`src/rtl/load_store_unit.sv`:
```
// Handshaked load/store engine: lane shifting, byte masks, load extension, optional two-beat split.
// Aligned access: accept -> rsp_valid 3 cycles later (+2 if split); req_ready only in IDLE, mem port held until mem_gnt.
module load_store_unit #(
   parameter int XLEN     = 32,
   parameter bit SPLIT_EN = 1'b1
) (
   input  logic            clk,
   input  logic            rst_n,
   input  logic            req_valid,
   output logic            req_ready,
   input  logic            req_we,
   input  logic [1:0]      req_size,
   input  logic            req_unsigned,
   input  logic [XLEN-1:0] req_addr,
   input  logic [XLEN-1:0] req_wdata,
   output logic            rsp_valid,
   output logic [XLEN-1:0] rsp_rdata,
   output logic            rsp_err,
   output logic            mem_req,
   input  logic            mem_gnt,
   output logic            mem_we,
   output logic [XLEN-1:0] mem_addr,
   output logic [XLEN-1:0] mem_wdata,
   output logic [XLEN/8-1:0] mem_wmask,
   input  logic            mem_rvalid,
   input  logic [XLEN-1:0] mem_rdata
);
   localparam int B  = XLEN / 8;
   localparam int OW = $clog2(B);
   localparam int XW = $clog2(XLEN);

   typedef enum logic [2:0] {IDLE, REQ0, WAIT0, REQ1, WAIT1, RESP} state_t;

   state_t              r_state;
   logic                r_we;
   logic                r_uns;
   logic                r_cross;
   logic [3:0]          r_nbytes;
   logic [OW-1:0]       r_off;
   logic [XLEN-1:0]     r_addr_al;
   logic [XLEN-1:0]     r_rd0;
   logic [2*XLEN-1:0]   r_wvec;
   logic [2*B-1:0]      r_mvec;

   // Request decode, evaluated on the incoming request while IDLE
   logic [OW-1:0]       w_off;
   logic [3:0]          w_nbytes;
   logic [4:0]          w_end;
   logic                w_cross;
   logic                w_illegal;
   logic [2*B-1:0]      w_ones;
   logic [2*B-1:0]      w_mvec;
   logic [2*XLEN-1:0]   w_wvec;
   logic [XLEN-1:0]     w_addr_al;

   assign w_off     = req_addr[OW-1:0];
   assign w_nbytes  = 4'd1 << req_size;
   assign w_end     = 5'(w_off) + 5'(w_nbytes);
   assign w_cross   = w_end > 5'(B);
   assign w_illegal = (XLEN == 32) && (req_size == 2'b11);
   assign w_ones    = ~({(2*B){1'b1}} << w_nbytes);
   assign w_mvec    = req_we ? (w_ones << w_off) : '0;
   assign w_wvec    = req_we ? ({{XLEN{1'b0}}, req_wdata} << {w_off, 3'b000}) : '0;
   assign w_addr_al = {req_addr[XLEN-1:OW], {OW{1'b0}}};

   // Load alignment: second beat supplies the upper word only in WAIT1
   logic [2*XLEN-1:0]   w_rpair;
   logic [XLEN-1:0]     w_rlo;
   logic [6:0]          w_nbits;
   logic [XLEN-1:0]     w_lmask;
   logic [XW-1:0]       w_sidx;
   logic                w_sign;
   logic [XLEN-1:0]     w_ext;

   assign w_rpair = (r_state == WAIT1) ? {mem_rdata, r_rd0} : {{XLEN{1'b0}}, mem_rdata};
   assign w_rlo   = XLEN'(w_rpair >> {r_off, 3'b000});
   assign w_nbits = {r_nbytes, 3'b000};
   assign w_lmask = ~({XLEN{1'b1}} << w_nbits);
   assign w_sidx  = XW'(w_nbits - 7'd1);
   assign w_sign  = ~r_uns & w_rlo[w_sidx];
   assign w_ext   = (w_rlo & w_lmask) | ({XLEN{w_sign}} & ~w_lmask);

   assign req_ready = (r_state == IDLE);

   always_ff @(posedge clk or negedge rst_n) begin
      if (!rst_n) begin
         r_state   <= IDLE;
         r_we      <= 1'b0;
         r_uns     <= 1'b0;
         r_cross   <= 1'b0;
         r_nbytes  <= 4'd0;
         r_off     <= '0;
         r_addr_al <= '0;
         r_rd0     <= '0;
         r_wvec    <= '0;
         r_mvec    <= '0;
         mem_req   <= 1'b0;
         mem_we    <= 1'b0;
         mem_addr  <= '0;
         mem_wdata <= '0;
         mem_wmask <= '0;
         rsp_valid <= 1'b0;
         rsp_rdata <= '0;
         rsp_err   <= 1'b0;
      end else begin
         case (r_state)
            IDLE: begin
               if (req_valid) begin
                  r_we      <= req_we;
                  r_uns     <= req_unsigned;
                  r_cross   <= w_cross;
                  r_nbytes  <= w_nbytes;
                  r_off     <= w_off;
                  r_addr_al <= w_addr_al;
                  r_wvec    <= w_wvec;
                  r_mvec    <= w_mvec;
                  if (w_illegal || (w_cross && !SPLIT_EN)) begin
                     r_state   <= RESP;
                     rsp_valid <= 1'b1;
                     rsp_err   <= 1'b1;
                     rsp_rdata <= '0;
                  end else begin
                     r_state   <= REQ0;
                     mem_req   <= 1'b1;
                     mem_we    <= req_we;
                     mem_addr  <= w_addr_al;
                     mem_wdata <= w_wvec[XLEN-1:0];
                     mem_wmask <= w_mvec[B-1:0];
                  end
               end
            end
            REQ0, REQ1: begin
               if (mem_gnt) begin
                  mem_req <= 1'b0;
                  r_state <= (r_state == REQ0) ? WAIT0 : WAIT1;
               end
            end
            WAIT0: begin
               if (mem_rvalid) begin
                  r_rd0 <= mem_rdata;
                  if (r_cross) begin
                     r_state   <= REQ1;
                     mem_req   <= 1'b1;
                     mem_addr  <= r_addr_al + XLEN'(B);
                     mem_wdata <= r_wvec[2*XLEN-1:XLEN];
                     mem_wmask <= r_mvec[2*B-1:B];
                  end else begin
                     r_state   <= RESP;
                     rsp_valid <= 1'b1;
                     rsp_err   <= 1'b0;
                     rsp_rdata <= r_we ? '0 : w_ext;
                  end
               end
            end
            WAIT1: begin
               if (mem_rvalid) begin
                  r_state   <= RESP;
                  rsp_valid <= 1'b1;
                  rsp_err   <= 1'b0;
                  rsp_rdata <= r_we ? '0 : w_ext;
               end
            end
            RESP: begin
               r_state   <= IDLE;
               rsp_valid <= 1'b0;
               rsp_err   <= 1'b0;
               rsp_rdata <= '0;
            end
            default: r_state <= IDLE;
         endcase
      end
   end
endmodule
```
`config.mk`:
```
export PLATFORM = sky130hd
export DESIGN_NAME = load_store_unit
export DESIGN_NICKNAME = d
export VERILOG_FILES = /design/src/rtl/load_store_unit.sv
export SDC_FILE = /design/constraint.sdc
export NUM_CORES = 1
export LEC_CHECK = 0
export BUFFER_PORTS_ARGS = -buffer_cell sky130_fd_sc_hd__buf_2
export CAP_MARGIN = 5
export CORE_UTILIZATION = 45
export DETAILED_ROUTE_END_ITERATION = 6
export PLACE_DENSITY = 0.65
export SLEW_MARGIN = 30
export SYNTH_ARGS = -nofsm -noshare
export SYNTH_HDL_FRONTEND = slang
export SYNTH_SLANG_ARGS = --single-unit
```
`constraint.sdc`:
```
create_clock -name clk -period 5.9 [get_ports clk]
set_input_delay 1.18 -clock clk [delete_from_list [all_inputs] [get_ports clk]]
set_output_delay 1.18 -clock clk [all_outputs]
set_load 0.01 [all_outputs]
```
==> impl_summary.txt <==
----------------------------------------------------
[Synth]
  Yosys warning total ... 0
  Library cell occupying the most area in the post-synthesis netlist ... sky130_fd_sc_hd__dfrtp_1
  Number of standard cells after synthesis ... 1155
  Top cells by area, synth ... sky130_fd_sc_hd__dfrtp_1 (45%), sky130_fd_sc_hd__nand2_1 (6.6%), sky130_fd_sc_hd__mux2i_1 (6.2%), sky130_fd_sc_hd__o21ai_0 (4.4%), sky130_fd_sc_hd__mux4_2 (4.2%)
  Flop and latch count out of synthesis ... 204
  FFs w/ async S/R, synth ... 1.00
  Post-Syn Area ... 11200 µm²
  Post-synth EDFFs ... 0
  Fraction of the yosys area taken by sequential cells ... 0.454
  Unique cell type count in the Yosys netlist ... 70
  Yosys top cell area share ... 0.454
  Top flip-flop cell by instance count after synthesis ... sky130_fd_sc_hd__dfrtp_1
  Post-synthesis area per instance ... 9.73 µm²

[Place]
  HPWL after detailed placement ... 21.4 mm
  Final weighted congestion in routability-driven placement ... 0.893
  Input/output buffers ... 207
  Placed standard-cell area ... 12400 µm²

[Die]
  Boundary pin count ... 210
  Area of the core region ... roughly 24000 µm²
  Initial Util ... 0.461
  Row Count ... 57
  Die width ... 160 µm
  Die height ... 160 µm
  Die ar. ... 25600 µm²

[STA]
  Hold violation total from the final report ... 0
  Peak clock frequency supported by timing ... 290 MHz
  Setup-failing EPs final ... 0
  Fin Setup TNS ... 0 ps
  Share of the cycle needed by the critical path after routing ... 0.585
  Setup repair after global routing missed its margin ... no
  Max_slew headroom ... 0.392
  Fin crit period ... 3450 ps
  Number of pins exceeding their max-slew limit in the final report ... 0
  Hold Worst Slack ... 474 ps
  Worst-margin pin slew ... 912 ps
  Worst Skew ... roughly 15 ps

[Critical path]
  Cells traversed along the worst timing path ... nor3b_4 -> buf_4 -> mux2_2 -> o221a_4 -> and4_1 -> a211o_1
  Crit path capture type ... flop
  Crit path DAT ... 3830 ps
  Delay contributed by the slowest stage of the critical path ... 850 ps
  Setup CP Type ... flop to flop
  Startpoint types ... flop
  Critical Path Slowest Stage Cell ... sky130_fd_sc_hd__nor3b_4
  Data required time at the worst endpoint ... 6280 ps
  Critical path fanouts, max ... 28

[Routing]
  Remaining routing DRC violations ... 0
  Wire length after detailed routing ... between 30 and 40 mm
  DR vias ... 9631
  Vias per Instance ... 5.82
  Drt first pass iters ... 5
  Remaining antenna violation count after routing ... 0
  Routed wire per std cell ... around 19 µm
  First DRT Iteration DRCs ... slightly above 700

[Global routing]
  GR Overflow Total ... 0
  Initial antenna violation count ... 2
  First-pass GRT wire length ... 50.9 mm
  GRT Util Overall ... 0.246
  Number of global-route vias before repair ... 9283
  Maximum number of pins on one net before global-route repair ... 120

[Final layout]
  Flip-flop and latch area ... 5110 µm²
  Filler cells ... approximately 2300
  Most common cell after layout, fill and taps aside ... sky130_fd_sc_hd__buf_2
  Multi-input combinational cell area ... 5670 µm²
  Area delta synth->final ... 17.8%
  Number of nets in the layout ... ~1400
  Most frequent cells in the layout ... sky130_fd_sc_hd__buf_2 (206), sky130_fd_sc_hd__dfrtp_1 (203), sky130_fd_sc_hd__nand2_1 (197)
  Post-route cell area ... 13200 µm²
  Share of layout cells above drive strength 1 ... 0.257

[CTS]
  Hold buffer count at CTS ... 0
  TritonCTS clock tree ... yes
  Count of H-tree levels built during CTS ... 1
  Clock net sink count ... between 200 and 250
  Latest clock arrival within the worst-skew pair ... 510 ps
  Clock-pin slew on the worst setup and hold paths ... 60 ps
  Number of cells upsized or downsized after cts ... 0
  Post-CTS setup buffers ... 0
  TritonCTS buffer count ... 23
  Maximum buffer depth of the clock tree ... 3
  Root Driver ... sky130_fd_sc_hd__clkbuf_16

[Run status]
  Result of the run ... finished clean

[Worst hold path]
  Kind of path behind the tightest hold check ... flop to flop

[Pwr]
  P per Cell Area ... 504 nW/µm²
  IR Drop Worst-Case VDD ... 0.000272 V
  Leakage power ... 6.26 nW

[Flow run]
  Count of max-cap constraint violations ... 0

----------------------------------------------------
-- where the power goes --
group | internal [W] | switching [W] | leakage [nW]
sequential | 0.00201 | 0.000461 | 2.59
combinational | 0.00112 | 0.00158 | 3.29
clock | 0.000917 | 0.000581 | 0.387
-- layer usage --
| layer | track usage | up-vias | wire, µm |
|---|---|---|---|
| met5 | 0 | - | 0 |
| met4 | 0.0697 | 0 | 676 |
| met3 | 0.0455 | 43 | 2180 |
| met2 | 0.393 | 332 | 14800 |
| met1 | 0.343 | 4749 | 13900 |
| li1 | - | 4507 | - |
-- critical path, delay by kind of cell (launching register included) --
kind	cells	cell delay (ps)
muxes	1	410
and+or+nand+nor	2	1080
DFF	1	730
AOI/OAI and AO/OA	2	600
buffers and inverters	1	500
-- cell families (layout without fill, tap and decap cells) --
group | count (synthesis) | in the layout | synth area share
AO/OA/AOI/OAI | 283 | 283 | 0.165
XOR/XNOR | 24 | 24 | 0.0187
adder cells (fa/ha/maj) | 4 | 4 | 0.00512
buffers and inverters | 105 | 278 | 0.0444
flip-flops | 204 | 204 | 0.454
multiplexers | 133 | 133 | 0.147
other | 1 | 4 | 0.000334
AND/OR/NAND/NOR | 401 | 401 | 0.166
-- per-stage QoR --
| stage | setup slack (ps) | utilization | power, W | instances |
|---|---|---|---|---|
| floorplan | 3170 | - | 0.00425 | 1156 |
| global placement | 2410 | 0.508 | 0.00510 | 1612 |
| detailed placement | 2290 | 0.509 | 0.00518 | 1613 |
| CTS | 2450 | 0.541 | 0.00670 | 1652 |
| global route | 2200 | 0.543 | 0.00713 | 1655 |
| finish | 2450 | 0.543 | 0.00667 | 1655 |
-- state kept, by name, indices dropped and copies added, names as in the netlist --
signal and count:
mem_addr 30, mem_req 1, mem_wdata 32, mem_we 1, mem_wmask 4, r_addr_al 30
r_cross 1, r_mvec 4, r_nbytes 4, r_off 2, r_rd0 32, r_state 3
r_uns 1, r_we 1, r_wvec 24, rsp_err 1, rsp_rdata 32, rsp_valid 1
-- synth_stat cells, drive strengths merged (11+ instances only) --
master / n
mux4: 21
a21oi: 39
nor2: 62
inv: 13
a221oi: 16
dfrtp: 204
o31ai: 13
a21o: 17
mux2i: 70
nand2: 198
mux2: 42
and2: 11
o211ai: 11
o22ai: 11
clkbuf: 52
o21ai: 106
a211o: 13
nand3: 28
xor2: 20
buf: 38
or3: 14
nand4: 11
nor3: 36
-- final timing paths --
kind	cells after the start	start	to	slack (ps)
setup / recovery	6	r_state[2]	rsp_rdata[4]	2450
hold / removal	2	mem_wdata[17]	mem_wdata[17]	470
setup reg to reg	6	r_state[2]	rsp_rdata[4]	2450
hold reg to reg	2	mem_wdata[17]	mem_wdata[17]	470
max in group asynchronous	2	rst_n	r_cross	4100
min in group asynchronous	1	rst_n	r_rd0[30]	700
-- final cells by class --
type / instances / area share
inverters: 15 / 0.00425
diodes: 2 / 0.000378
repair buffers: 224 / 0.0913
flip-flops and latches: 204 / 0.386
clock buffers: 31 / 0.0503
well taps: 324 / 0.0306
multi-input cells: 847 / 0.428
clock inverters: 8 / 0.00917
Power figures use the tool's default switching activity.
